[src/rtl/fwd_pkg.sv]
// ---------------------------------------------------------------------------
// fwd_pkg
// Shared definitions for the operand-forwarding / load-use hazard unit.
//   STOP / NO_STOP : encoding of a single bit of the pipeline stall bus
//   DEF_DW/DEF_AW  : default data and register-address widths
//   sliceField     : extracts field idx (width w) from a packed port vector
// ---------------------------------------------------------------------------
package fwd_pkg;

    localparam logic STOP    = 1'b1;
    localparam logic NO_STOP = 1'b0;

    localparam int DEF_DW = 32;
    localparam int DEF_AW = 5;

    // Widest packed vector sliceField accepts; callers zero-extend into it.
    localparam int SLICE_MAX = 1024;

    // Returns field idx of width w (w <= 64) from a packed vector whose
    // fields are laid out as [idx*w +: w]. Callers cast the result down to
    // the field width they need.
    function automatic logic [63:0] sliceField(input logic [SLICE_MAX-1:0] vec,
                                               input int idx,
                                               input int w);
        logic [63:0] mask;
        mask = (64'd1 << w) - 64'd1;
        return 64'(vec >> (idx * w)) & mask;
    endfunction

endpackage

[src/rtl/fwd_match.sv]
// ---------------------------------------------------------------------------
// fwd_match
// One register read port of the bypass unit: priority match of the read
// address against every forwarding source, data select and hazard flag.
//   i_rdAddr    : decode-stage read address of this port
//   i_srcWe     : per-source write enable
//   i_srcWaddr  : per-source destination address, [s*AW +: AW]
//   i_srcWdata  : per-source data, [s*DW +: DW]
//   i_srcRdy    : per-source data valid (0 = load data still outstanding)
//   o_sel       : some source matches this port
//   o_data      : data of the winning (youngest) source, 0 when no match
//   o_hazard    : the winning source's data is not ready yet
// ---------------------------------------------------------------------------
module fwd_match #(
    parameter int NUM_STAGES = 3,
    parameter int DW         = 32,
    parameter int AW         = 5,
    parameter int ZERO_REG   = 1
) (
    input  logic [AW-1:0]            i_rdAddr,
    input  logic [NUM_STAGES-1:0]    i_srcWe,
    input  logic [NUM_STAGES*AW-1:0] i_srcWaddr,
    input  logic [NUM_STAGES*DW-1:0] i_srcWdata,
    input  logic [NUM_STAGES-1:0]    i_srcRdy,
    output logic                     o_sel,
    output logic [DW-1:0]            o_data,
    output logic                     o_hazard
);

    logic w_zeroBlock;

    // The hard-wired zero register is never forwarded when ZERO_REG is set.
    assign w_zeroBlock = (ZERO_REG != 0) && (i_rdAddr == '0);

    // Walk from the oldest source to the youngest so a younger hit simply
    // overwrites an older one; the survivor is the highest-priority match.
    // Only the winner's ready bit matters, so a ready younger source hides
    // an unready older one.
    always_comb begin
        o_sel    = 1'b0;
        o_data   = '0;
        o_hazard = 1'b0;
        for (int s = NUM_STAGES - 1; s >= 0; s--) begin
            if (i_srcWe[s] && (i_srcWaddr[s*AW +: AW] == i_rdAddr) && !w_zeroBlock) begin
                o_sel    = 1'b1;
                o_data   = i_srcWdata[s*DW +: DW];
                o_hazard = !i_srcRdy[s];
            end
        end
    end

endmodule

[src/rtl/fwd_bypass_n.sv]
// ---------------------------------------------------------------------------
// fwd_bypass_n
// Parametrised operand-forwarding and load-use hazard unit.
//   clk, rst_n        : rising-edge clock, asynchronous active-low reset
//   flush             : pipeline flush, clears the EX-boundary registers
//   stall             : stall bus; bit STALL_IDX guards this boundary
//   rd_addr           : NUM_RD read addresses, port i at [i*AW +: AW]
//   src_we/waddr/wdata/rdy : NUM_STAGES forwarding sources, 0 = youngest
//   clr_cnt           : synchronous clear of the stall counter
//   stallreq_for_load : combinational load-use stall request
//   fwd_sel/fwd_data  : registered forward select / data per port
//   stall_cnt         : saturating count of load-use stall cycles
// ---------------------------------------------------------------------------
module fwd_bypass_n
    import fwd_pkg::*;
#(
    parameter int NUM_RD     = 2,
    parameter int NUM_STAGES = 3,
    parameter int DW         = DEF_DW,
    parameter int AW         = DEF_AW,
    parameter int STALL_W    = 6,
    parameter int STALL_IDX  = 3,
    parameter int ZERO_REG   = 1
) (
    input  logic                     clk,
    input  logic                     rst_n,
    input  logic                     flush,
    input  logic [STALL_W-1:0]       stall,
    input  logic [NUM_RD*AW-1:0]     rd_addr,
    input  logic [NUM_STAGES-1:0]    src_we,
    input  logic [NUM_STAGES*AW-1:0] src_waddr,
    input  logic [NUM_STAGES*DW-1:0] src_wdata,
    input  logic [NUM_STAGES-1:0]    src_rdy,
    input  logic                     clr_cnt,
    output logic                     stallreq_for_load,
    output logic [NUM_RD-1:0]        fwd_sel,
    output logic [NUM_RD*DW-1:0]     fwd_data,
    output logic [31:0]              stall_cnt
);

    logic [NUM_RD-1:0]    w_sel;
    logic [NUM_RD*DW-1:0] w_data;
    logic [NUM_RD-1:0]    w_hazard;
    logic                 w_bubble;
    logic                 w_unusedStall;

    logic [NUM_RD-1:0]    r_sel;
    logic [NUM_RD*DW-1:0] r_data;
    logic [31:0]          r_stallCnt;

    // Only two stall bits matter here; the rest of the bus is folded away.
    assign w_unusedStall = ^stall;

    // One matcher per read port, all looking at the same source set.
    for (genvar i = 0; i < NUM_RD; i++) begin : g_port
        logic [AW-1:0] w_rdAddr;
        assign w_rdAddr = AW'(sliceField(SLICE_MAX'(rd_addr), i, AW));

        fwd_match #(
            .NUM_STAGES (NUM_STAGES),
            .DW         (DW),
            .AW         (AW),
            .ZERO_REG   (ZERO_REG)
        ) u_match (
            .i_rdAddr   (w_rdAddr),
            .i_srcWe    (src_we),
            .i_srcWaddr (src_waddr),
            .i_srcWdata (src_wdata),
            .i_srcRdy   (src_rdy),
            .o_sel      (w_sel[i]),
            .o_data     (w_data[i*DW +: DW]),
            .o_hazard   (w_hazard[i])
        );
    end

    assign stallreq_for_load = |w_hazard;

    // This stage stopped while the next one keeps going: a bubble must be
    // inserted, otherwise the next stage would consume the same operands twice.
    assign w_bubble = (stall[STALL_IDX] == STOP) && (stall[STALL_IDX+1] == NO_STOP);

    // EX-boundary registers: flush beats everything, then bubble insertion,
    // then a normal load; when both stages are stopped the values are frozen.
    always_ff @(posedge clk or negedge rst_n) begin
        if (!rst_n) begin
            r_sel  <= '0;
            r_data <= '0;
        end else if (flush || w_bubble) begin
            r_sel  <= '0;
            r_data <= '0;
        end else if (stall[STALL_IDX] == NO_STOP) begin
            r_sel  <= w_sel;
            r_data <= w_data;
        end
    end

    // Performance counter of load-use stall cycles. A flushed cycle is not
    // charged, clear has priority, and the count sticks at all-ones.
    always_ff @(posedge clk or negedge rst_n) begin
        if (!rst_n) begin
            r_stallCnt <= '0;
        end else if (clr_cnt) begin
            r_stallCnt <= '0;
        end else if (stallreq_for_load && !flush && (r_stallCnt != '1)) begin
            r_stallCnt <= r_stallCnt + 32'd1;
        end
    end

    assign fwd_sel   = r_sel;
    assign fwd_data  = r_data;
    assign stall_cnt = r_stallCnt;

endmodule

[config.mk]
export PLATFORM = sky130hd
export DESIGN_NAME = fwd_bypass_n
export DESIGN_NICKNAME = d
export VERILOG_FILES = /design/src/rtl/fwd_pkg.sv /design/src/rtl/fwd_match.sv /design/src/rtl/fwd_bypass_n.sv
export SDC_FILE = /design/constraint.sdc
export NUM_CORES = 1
export LEC_CHECK = 0
export BUFFER_PORTS_ARGS = -buffer_cell sky130_fd_sc_hd__buf_2
export CORE_UTILIZATION = 25
export CTS_CLUSTER_SIZE = 40
export DETAILED_ROUTE_END_ITERATION = 6
export HOLD_SLACK_MARGIN = 0.12
export SLEW_MARGIN = 25
export SYNTH_ARGS = -nofsm -noshare
export SYNTH_HDL_FRONTEND = slang
export SYNTH_SLANG_ARGS = --single-unit
[constraint.sdc]
create_clock -name clk -period 3.2 [get_ports clk]
set_input_delay 0.48 -clock clk [delete_from_list [all_inputs] [get_ports clk]]
set_output_delay 0.48 -clock clk [all_outputs]
set_load 0.02 [all_outputs]
==> impl_metrics.yaml <==
logic_synthesis:
  yosysSeqAreaShare: 0.425
  ys_seq_elements: 98
  yosysWarnings: 0
  syn_inst: 658
  synthesis.area_um2: 5770
  avgSynthCellArea_um2: 8.77
  ys_types: 44
  synth_nets: 796
clocking:
  clk_path_buf_depth: 2
  cts_post_setup_buffers_inserted: 0
  cts.repair.resized: 0
  htreeDepth: 3
  cts.sinks: 98
  cts_hold_buf: 0
  clkTransAtPathRegs_ps: 70
  insertion_delay_ps: 350
  clock-root-buffer: "clkbuf_16"
  cts_tree: "yes"
  cts_made_buffers: 9
grt:
  grt_overflow: 0
  antenna_found_initial: 1
  first_global_vias: 5801
  grt_use_total: 0.168
  grt_pass1_wl_um: 31100
  grt_max_degree: 56
route:
  drc: 0
  vias: 5842
  drt_wl_total_um: 19700
  avgViaCountPerCell: 4.98
  dr.pass1.iters: 4
  ant_nets: 0
  wl_per_cell_um: 16.8
  drtIter0Drc: 250
power:
  p_leak_nw: 3.53
  p_per_area_nw_per_um2: 362
  irDropWorstVdd_mv: 0.198
  power.total_w: 0.00280
worst_setup_path:
  crit_arrival_ps: 2550
  cp.required_ps: 2720
  critical_path_class: "primary input to primary output"
  start_kind: "primary input"
  crit_fanout: 4
  reg2reg_depth: 9
  end_kind: "primary output"
floorplan:
  rows: 55
  io_pins: 236
  die_area_um2: 23700
  start_util: 0.255
  fp.dieW_um: 154
  core_area_um2: 22600
  die_h_um: 154
min_path:
  min_path_type: "primary input to asynchronous set/reset pin"
cells_and_area:
  final_common_cell: "buf_2"
  fillers: 2355
  drive_gt1_frac: 0.329
  design_area_um2: 7730
  fin_nets: 1022
  area_growth_pct: 34.0
  final_cell_count_no_fill: 1174
  final_cell_mix: "230 x buf_2, 98 x dfrtp_1, 80 x nand2_1, 55 x a21oi_1, 51 x nor2_1"
timing:
  hold_violations: 0
  period_needed_ps: 3030
  worst_slew_pin_slew_ps: 720
  hold_slack_ps: 130
  rsz0062_at_grt: "no"
  fin_skew_ps: 11.7
  min_period_over_period: 0.947
  clock.fmax_mhz: 330
  tns_ps: 0
  setup_violations: 0
  slew_headroom: 0.520
  drv_slew: 0
job:
  maxCapViolCount: 0
place:
  hpwlAfterDp_um: 14100
  place.gp.congestion: 0.826
  port_buffers: 231
  placed_area_um2: 7410
  placed_cells: 1158
outcome:
  status: "finished, final reports clean"
==> sequential cells by signal, summed over array words and instances (netlist names) <==
| register | count |
|---|---|
| fwd_data | 64 |
| stall_cnt | 32 |
| fwd_sel | 2 |
==> synth_stat cells, drive strengths merged <==
cell / instances / area [µm²]
dfrtp: 98 / 2450
o21ai: 81 / 420
nand2: 80 / 300
a21oi: 57 / 289
nor2: 55 / 211
clkbuf: 36 / 135
mux2i: 33 / 330
a22o: 32 / 280
a22oi: 32 / 240
nand3: 18 / 90.1
xnor2: 18 / 158
or4: 15 / 120
xor2: 14 / 123
or3: 13 / 81.3
buf: 10 / 53.8
nand4: 10 / 62.6
o31ai: 8 / 60.1
nor2b: 7 / 43.8
nor4: 7 / 56.3
inv: 5 / 18.8
mux2: 5 / 56.3
nor3: 5 / 25.0
nand2b: 3 / 18.8
or2: 3 / 18.8
a31o: 2 / 17.5
and3: 2 / 12.5
o2111ai: 2 / 17.5
a21o: 1 / 7.51
and2: 1 / 6.26
ha: 1 / 12.5
nor3b: 1 / 7.51
nor4b: 1 / 8.76
o2111a: 1 / 11.3
o211ai: 1 / 21.3
==> metal layers <==
layer | track usage | vias to the layer above | routed length (µm)
met1 | 0.204 | 2792 | 8650
met3 | 0.0454 | 15 | 1250
met2 | 0.294 | 184 | 9620
met5 | 0 | - | 0
li1 | - | 2851 | -
met4 | 0.0424 | 0 | 210
==> cells by family after synthesis <==
| group | share of synthesized area |
|---|---|
| DFF | 0.425 |
| buffers and inverters | 0.0360 |
| adders and majority gates | 0.00217 |
| xor gates and xnor gates | 0.0486 |
| AOI/OAI and AO/OA | 0.237 |
| and+or+nand+nor | 0.184 |
| muxes | 0.0670 |
==> path summary, 6_finish.rpt <==
kind	startpoint	end	slack [ps]
worst min register to register	fwd_data[35]	fwd_data[35]	480
max in group asynchronous	rst_n	fwd_data[12]	2330
worst min-delay path	rst_n	stall_cnt[5]	130
worst max-delay path	rd_addr[7]	stallreq_for_load	170
min in group clk	src_wdata[17]	fwd_data[49]	400
worst max register to register	stall_cnt[3]	stall_cnt[11]	400
==> worst max-delay path, stage by stage <==
cell      delay [ps]
buf_2            120
or4_1            520
nor2_2           220
nor4_2           100
or4_4            530
o211ai_4         150
buf_4            180
nor2_1            40
inv_1             50
buf_2            160
==> final cells by class <==
type	instances	area [µm²]	share of cell area
clock buffers	11	243	0.0314
multi-input cells	509	3160	0.409
repair buffers	261	1420	0.184
flip-flops and latches	98	2450	0.317
inverters	5	18.8	0.00243
well taps	285	357	0.0461
diodes	1	2.50	0.000324
clock inverters	4	76.3	0.00987
==> metrics by stage <==
stage          setup WS, ps   util
2_1_floorplan           427      -
3_5_place_dp           28.0  0.327
3_3_place_gp           52.5  0.327
5_1_grt                78.1  0.341
4_1_cts                 165  0.341
6_report                170  0.341
==> report_power, final <==
| group | total (W) | leakage (nW) | internal, W | switching, W |
|---|---|---|---|---|
| Clock | 0.00121 | 0.152 | 0.000705 | 0.000502 |
| Combinational | 0.000342 | 2.01 | 0.000140 | 0.000202 |
| Sequential | 0.00125 | 1.37 | 0.00125 | 0.00000516 |
| Total | 0.00280 | 3.53 | 0.00209 | 0.000709 |
(Power assumes the default switching activity.)
